File: config.mk
export PLATFORM = sky130hd
export DESIGN_NAME = bpd_upd_ctrl
export DESIGN_NICKNAME = d
export VERILOG_FILES = /design/src/rtl/bpd_upd_ctrl.sv
export SDC_FILE = /design/constraint.sdc
export NUM_CORES = 1
export LEC_CHECK = 0
export ABC_AREA = 1
export BUFFER_PORTS_ARGS = -buffer_cell sky130_fd_sc_hd__buf_2
export CORE_ASPECT_RATIO = 2
export CORE_UTILIZATION = 35
export CTS_BUF_LIST = sky130_fd_sc_hd__clkbuf_4 sky130_fd_sc_hd__clkbuf_8 sky130_fd_sc_hd__clkbuf_16
export DETAILED_ROUTE_END_ITERATION = 16
export PLACE_DENSITY = 0.51
export SYNTH_ARGS = -nofsm -noshare
export SYNTH_HDL_FRONTEND = slang
export SYNTH_SLANG_ARGS = --single-unit
export TNS_END_PERCENT = 100
File: constraint.sdc
create_clock -name clock -period 2.6 [get_ports clock]
set_clock_uncertainty 0.1 [all_clocks]
set_input_delay 0.39 -clock clock [delete_from_list [all_inputs] [get_ports clock]]
set_output_delay 0.39 -clock clock [all_outputs]
set_load 0.01 [all_outputs]
File: src/rtl/bpd_upd_ctrl.sv
// Write-port controller for the tournament predictor tables: init sweep after reset/init_start,
// then retire-time updates drained in order from a small FIFO, one registered write per cycle.
module bpd_upd_ctrl #(
  parameter int DEPTH        = 8,
  parameter int PHT_IDX_W    = 12,
  parameter int BHT_IDX_W    = 10,
  parameter int INIT_ENTRIES = 4096
)(
  input  logic                       clock,
  input  logic                       reset,
  input  logic                       upd_valid_i,
  output logic                       upd_ready_o,
  input  logic [63:0]                upd_pc_i,
  input  logic                       upd_brdir_i,
  input  logic                       upd_ch_we_i,
  input  logic                       upd_ch_brdir_i,
  input  logic                       hold_i,
  input  logic                       init_start_i,
  output logic                       tbl_we_o,
  output logic                       tbl_init_o,
  output logic [PHT_IDX_W-1:0]       pht_wt_index_o,
  output logic [BHT_IDX_W-1:0]       bht_wt_index_o,
  output logic                       bht_brdir_o,
  output logic                       ch_we_o,
  output logic                       ch_brdir_o,
  output logic                       init_done_o,
  output logic [$clog2(DEPTH):0]     fifo_cnt_o
);
  localparam int AW  = $clog2(DEPTH);
  localparam int CW  = AW + 1;
  localparam int MW  = (PHT_IDX_W > BHT_IDX_W) ? PHT_IDX_W : BHT_IDX_W;
  localparam int IW0 = $clog2(INIT_ENTRIES);
  localparam int IW  = (IW0 > MW) ? IW0 : MW;
  localparam logic [IW-1:0] LAST_IDX = IW'(INIT_ENTRIES - 1);

  typedef enum logic {S_INIT, S_RUN} state_t;

  state_t                r_state;
  logic [IW-1:0]         r_init_idx;
  logic                  r_init_done;
  logic [AW-1:0]         r_wp, r_rp;
  logic [CW-1:0]         r_cnt;
  logic [PHT_IDX_W-1:0]  r_pht_q [DEPTH];
  logic [BHT_IDX_W-1:0]  r_bht_q [DEPTH];
  logic [DEPTH-1:0]      r_dir_q, r_chwe_q, r_chdir_q;

  logic w_full, w_push, w_pop, w_unused;

  assign w_full      = (r_cnt == CW'(DEPTH));
  assign w_push      = upd_valid_i && !w_full && !init_start_i;
  // Issue waits one cycle past the sweep so init_done_o is visible before the first update write.
  assign w_pop       = (r_state == S_RUN) && r_init_done && !hold_i && (r_cnt != '0);
  assign upd_ready_o = !w_full;
  assign fifo_cnt_o  = r_cnt;
  assign init_done_o = r_init_done;
  assign w_unused    = ^{upd_pc_i[63:MW+2], upd_pc_i[1:0]};

  always_ff @(posedge clock) begin
    if (w_push) begin
      r_pht_q[r_wp]   <= upd_pc_i[PHT_IDX_W+1:2];
      r_bht_q[r_wp]   <= upd_pc_i[BHT_IDX_W+1:2];
      r_dir_q[r_wp]   <= upd_brdir_i;
      r_chwe_q[r_wp]  <= upd_ch_we_i;
      r_chdir_q[r_wp] <= upd_ch_brdir_i;
    end
  end

  always_ff @(posedge clock) begin
    if (reset) begin
      r_state        <= S_INIT;
      r_init_idx     <= '0;
      r_init_done    <= 1'b0;
      r_wp           <= '0;
      r_rp           <= '0;
      r_cnt          <= '0;
      tbl_we_o       <= 1'b0;
      tbl_init_o     <= 1'b0;
      pht_wt_index_o <= '0;
      bht_wt_index_o <= '0;
      bht_brdir_o    <= 1'b0;
      ch_we_o        <= 1'b0;
      ch_brdir_o     <= 1'b0;
    end else if (init_start_i) begin
      r_state     <= S_INIT;
      r_init_idx  <= '0;
      r_init_done <= 1'b0;
      r_wp        <= '0;
      r_rp        <= '0;
      r_cnt       <= '0;
      tbl_we_o    <= 1'b0;
      tbl_init_o  <= 1'b0;
      ch_we_o     <= 1'b0;
    end else begin
      if (w_push) r_wp <= r_wp + 1'b1;
      if (w_pop)  r_rp <= r_rp + 1'b1;
      r_cnt       <= r_cnt + CW'(w_push) - CW'(w_pop);
      r_init_done <= (r_state == S_RUN);
      case (r_state)
        S_INIT: begin
          tbl_we_o       <= 1'b1;
          tbl_init_o     <= 1'b1;
          ch_we_o        <= 1'b0;
          bht_brdir_o    <= 1'b0;
          ch_brdir_o     <= 1'b0;
          pht_wt_index_o <= r_init_idx[PHT_IDX_W-1:0];
          bht_wt_index_o <= r_init_idx[BHT_IDX_W-1:0];
          if (r_init_idx == LAST_IDX) begin
            r_state    <= S_RUN;
            r_init_idx <= '0;
          end else begin
            r_init_idx <= r_init_idx + 1'b1;
          end
        end
        default: begin
          tbl_we_o   <= w_pop;
          tbl_init_o <= 1'b0;
          ch_we_o    <= w_pop && r_chwe_q[r_rp];
          if (w_pop) begin
            pht_wt_index_o <= r_pht_q[r_rp];
            bht_wt_index_o <= r_bht_q[r_rp];
            bht_brdir_o    <= r_dir_q[r_rp];
            ch_brdir_o     <= r_dir_q[r_rp] ^ r_chdir_q[r_rp];
          end
        end
      endcase
    end
  end
endmodule
# Word level (Yosys, flattened, before mapping)
# Memories as Yosys holds them, arrays and structs flattened. A register that Yosys moved wholly into a read port is not among the register bits.
# Index checks and enable logic that the tools add are counted.
dict set report word_totals {
  regBits 75
  latchBits 0
  mem_bits_rw 176
  romBits 0
  input_bits 72
  output_inout_bits 33
  mem_count 2
}
# memory depth word_bits rd rd_clocked_by_memory_dff write_ports line
set memory_table {}
lappend memory_table {r_pht_q 8 12 1 1 1 43} ;# logic [PHT_IDX_W-1:0] r_pht_q [DEPTH];
lappend memory_table {r_bht_q 8 10 1 1 1 44} ;# logic [BHT_IDX_W-1:0] r_bht_q [DEPTH];
dict set report classes {
  addsub 5
  n_mul 0
  div_mod_pow 0
  order_cmp 3
  eq_ne 3
  shifts 0
  muxes 30
  n_bitwise 3
  n_reduce_logical 14
}
# cell count
set op_table {}
lappend op_table {{$mux W12} 3}
lappend op_table {{$bwmux W8} 3}
lappend op_table {{$mux W10} 2}
lappend op_table {{$mux W1} 14}
lappend op_table {{$add A12 B1 Y12 const B} 1}
lappend op_table {{$eq A12 B12 Y1 const B} 1}
lappend op_table {{$mux W3} 4}
lappend op_table {{$bmux W1 S3} 3}
lappend op_table {{$lt A3 B4 Y1 const B} 2}
lappend op_table {{$logic_and A1 B1 Y1} 7}
lappend op_table {{$add A3 B1 Y3 const B} 2}
lappend op_table {{$add A4 B1 Y4} 1}
lappend op_table {{$eq A4 B4 Y1 const B} 1}
lappend op_table {{$reduce_bool A4 Y1} 1}
lappend op_table {{$sub A4 B1 Y4} 1}
lappend op_table {{$demux W1 S3} 1}
lappend op_table {{$ge A3 B1 Y1 const B} 1}
lappend op_table {{$logic_not A1 Y1} 3}
lappend op_table {{$reduce_or A3 Y1} 1}
lappend op_table {{$ne A2 B1 Y1 const B} 1}
lappend op_table {{$not A1 Y1} 2}
lappend op_table {{$reduce_and A2 Y1} 1}
lappend op_table {{$reduce_or A2 Y1} 1}
lappend op_table {{$xor A1 B1 Y1} 1}

# Longest topological paths before layout
dict set report depth {
  ltp_word 6
  mapped_depth 13
}

# Worst setup path after synthesis
# Ideal clock, no wire load.
dict set report synth_path {
  path_type {register to register}
  startpoint {reg r_cnt[2] (netlist: fifo_cnt_o[2])}
  endpoint {mem r_bht_q[1][0] (enable)}
  setup_time_ns 0.386
  t_arrival_ns 1.873
  path_slack_ns 0.241
  stages_incl_launch_ff 9
  n_path_buf 0
  synth_period_minus_slack_ns 2.359
  path_cell_list {dfxtp_1 -> inv_1 -> ha_1 -> nand3_1 -> and2_1 -> nand2_1 -> nor2_1 -> inv_1 -> nor2_1}
}
dict set report synth_via {
  elab_chain_len 6
}
# element line
set synth_lines {}
lappend synth_lines {{start, declared} 42} ;# logic [CW-1:0] r_cnt;
lappend synth_lines {{start signal, assigned} 96} ;# r_cnt <= r_cnt + CW'(w_push) - CW'(w_pop);
lappend synth_lines {{$eq A4 B4 Y1} 49} ;# assign w_full = (r_cnt == CW'(DEPTH));
lappend synth_lines {{$logic_not A1 Y1} --}
lappend synth_lines {{named net upd_ready_o} 12} ;# output logic upd_ready_o,
lappend synth_lines {{$logic_and A1 B1 Y1 (2 in a row)} 50} ;# assign w_push = upd_valid_i && !w_full && !init_start_i;
lappend synth_lines {{$mux W1} 59} ;# if (w_push) begin
lappend synth_lines {{$mux W1 (implied by the code)} 61} ;# r_bht_q[r_wp] <= upd_pc_i[BHT_IDX_W+1:2];
lappend synth_lines {{end, declared} 44}
# The timed path passes the listed nets, and every way through them passes these cells.

# Worst setup path after layout
dict set report layout_path {
  startpoint {reg r_cnt[2] (netlist: fifo_cnt_o[2])}
  endpoint {reg r_cnt[2] (netlist: fifo_cnt_o[2])}
}
dict set report layout_via {
  elab_chain_len 6
  elab_cells_between_ends 8
  cone_classes {2 x add/sub; 1 x eq/ne; 5 x reduce/logical}
}
# element line
set layout_lines {}
lappend layout_lines {{$eq A4 B4 Y1} 49}
lappend layout_lines {{$logic_not A1 Y1} 50}
lappend layout_lines {{$logic_and A1 B1 Y1 (2 in a row)} 50}
lappend layout_lines {{$add A4 B1 Y4} 96}
lappend layout_lines {{$sub A4 B1 Y4 (*)} 96}
# Every way passes the cells marked *; elsewhere a longest branch is shown, timed or not.
# A chain may end at the register's enable or synchronous reset.

==> impl_metrics.toml <==
[global_routing]
grt_pass1_vias = 4649
antenna_found_initial = 0
grt_use_total_pct = 16.8
grt_max_degree = 49
gr-total-overflow = 0
grt_pass1_wl_mm = 24.4

[floorplanning]
placementRows = 71
core-area_um2 = 18900
die_h_um = 199
io_pins = 105
die_w_um = 100
die-area_um2 = 20000
start_util_pct = 35.9

[synthesis]
yosys.area.top_type_share_pct = 53.1
syn_area_um2 = 6790
ys_seq_area_share_pct = 66.1
syn_avg_cell_area_um2 = 11.0
ys_ff_latch = 164
async_reset_ff_share_pct = 0
synth_edf_count = 120
yosysTopAreaCell = "edfxtp_1"
ys_dominant_reg_cell = "edfxtp_1"
netlist_instances = 619
synth_area_leaders = "edfxtp_1 (53%), dfxtp_1 (13%), nor2_1 (6.1%)"
yosysWarnings = 0
syn_nets = 701
yosysUniqueCellTypes = 34

[placement]
io_buffers = 52
dp_hpwl_mm = 10.3
globalplace.congestion = 0.800

[power]
vdd_ir_drop_max_mv = 0.321
p_per_area_nw_per_um2 = 683
power.leakage_nw = 2.89

[clock_network]
cts_hold_buf = 0
cts-htree-levels = 4
root_buffer = "clkbuf_16"
numCtsBuffers = 17
cts.repair.resized = 0
cts_tree = "built"
path_clk_slew_ns = 0.07
clockBufferDepth = 2
cts.sinks = 164
cts_setup_buffers = 0
clk_latency_ns = 0.43

[sta]
final.setup.tns_ns = 0
maxSlewHeadroom_pct = 59.5
min_period_ns = 2.31
fmax_mhz = 433
worstMarginPinSlew_ns = 0.607
hold_violations = 0
holdWs_ns = 0.134
setup_viol_count_final = 0
period_share_pct = 88.7
slew_violations = 0
grt_setup_unrepaired = "false"

[setup_path]
start_kind = "flop"
arrival_ns = 2.51
slowest_delay_ns = 0.37
critical_path_required_ns = 2.80
crit_chain = "inv_1 > ha_1 > nand3_1 > and2_1 > nand2_1 > ha_1 > inv_1 > ha_1 > inv_1 > fa_1 > xor2_1 > nor2_1"
crit_path_end_kind = "flop"
crit_fanout = 5
critPathSlowestCell = "fa_1"
path_class = "flop to flop"

[detailed_routing]
drtAntennaViolNets = 0
viasPerCell = 4.89
drt_first_iter_violations = 233
wl_per_cell_um = 16.5
drc = 0
num_vias = 4578
wl_mm = 15.5
firstDrtPassIters = 5

[finish]
syn2layout_area_growth_pct = 15.2
diodes = 0
drive_above_1_share_pct = 16.9
nets = 750

[status]
status = "completed"

[hold_path]
hp-class = "input pin to flop"

[job]
cap_viol_max_count = 0
critical path: cells and delay by family, from the launching register on:
kind,cells,cell delay (ns)
flip-flops,1,0.32
buffers and inverters,3,0.18
AND/OR/NAND/NOR,4,0.42
XOR/XNOR,1,0.14
adder cells (fa/ha/maj),4,1.02
path summary, 6_finish.rpt:
check / from / to / slack [ns] / depth (start not counted)
worst max-delay path: fifo_cnt_o[2] / fifo_cnt_o[2] / 0.29 / 12
worst min-delay path: reset / ch_brdir_o / 0.13 / 2
worst max register to register: fifo_cnt_o[2] / fifo_cnt_o[2] / 0.29 / 12
worst min register to register: bht_brdir_o / bht_brdir_o / 0.36 / 2
layout make-up:
type | instances | area [um^2]
clock buffers | 19 | 464
clock inverters | 13 | 95.1
fillers | 1807 | 11100
inverters | 48 | 183
multi-input cells | 370 | 1890
flip-flops and latches | 164 | 4480
well taps | 255 | 319
repair buffers | 67 | 385
sequential cells by signal, summed over array words and instances, names as in the netlist, 4 cells and up, named ones only:
register / count
r_pht_q: 24
fifo_cnt_o: 4
pht_wt_index_o: 12
r_dir_q: 8
r_chwe_q: 8
r_init_idx: 12
r_chdir_q: 8
r_bht_q: 72
synthesized netlist by cell type (7+ instances only):
master / count
o211ai_1: 24
ha_1: 9
xor2_1: 8
inv_1: 42
a21oi_1: 36
o21ai_1: 13
nor2_1: 110
nand3_1: 31
dfxtp_1: 44
buf_4: 14
edfxtp_1: 120
clkbuf_1: 10
nand2_1: 61
buf_2: 7
o21ai_0: 58
per-layer routing:
layer	part of all wire [%]	vias up	GRT usage, %
met2	55	116	30.8
met5	0	-	0
met1	37	2206	17.0
li1	-	2231	-
met4	3.8	0	9.50
met3	4.2	25	4.29
placed cells by master (no fill, tap or decap), types with 4 or more instances in the layout:
cell type  Yosys  layout
a21oi_1       36      36
buf_2          7      52
buf_4         14      14
clkbuf_16      0      18
clkinv_4       0       4
dfxtp_1       44      44
edfxtp_1     120     120
ha_1           9       9
inv_1         42      42
inv_2          5       5
inv_4          1       5
nand2_1       61      61
nand3_1       31      31
nor2_1       110     110
o211ai_1      24      24
o21ai_0       58      58
o21ai_1       13      13
xor2_1         8       8
where the power goes:
part | switching, mW | internal (mW) | total, mW | leakage (nW)
Sequential | 0.0149 | 2.84 | 2.85 | 1.44
Combinational | 0.106 | 0.0542 | 0.161 | 1.16
Clock | 1.02 | 1.31 | 2.33 | 0.280
metrics by stage:
step / total power [mW] / worst slack [ns] / instance area [um^2] / cells / util [%]
after floorplan: 3.00 / 0.241 / 6790 / 619 / -
after global placement: 3.06 / 0.315 / 7260 / 904 / 38.4
after detailed placement: 3.07 / 0.292 / 7260 / 904 / 38.4
after CTS: 5.40 / 0.260 / 7820 / 936 / 41.3
after global routing: 5.53 / 0.0315 / 7820 / 936 / 41.3
final: 5.34 / 0.293 / 7820 / 936 / 41.3
kinds of logic (layout without fill, tap and decap cells):
kind of cell / count (synthesis) / in the layout / share of synthesized area, %
flops: 164 / 164 / 66.1
compound gates: 138 / 138 / 11.5
xor+xnor: 8 / 8 / 1.03
simple gates: 214 / 214 / 13.3
fa+ha+maj: 10 / 10 / 1.95
buf+inv: 85 / 147 / 6.09
(Power assumes the default switching activity.)
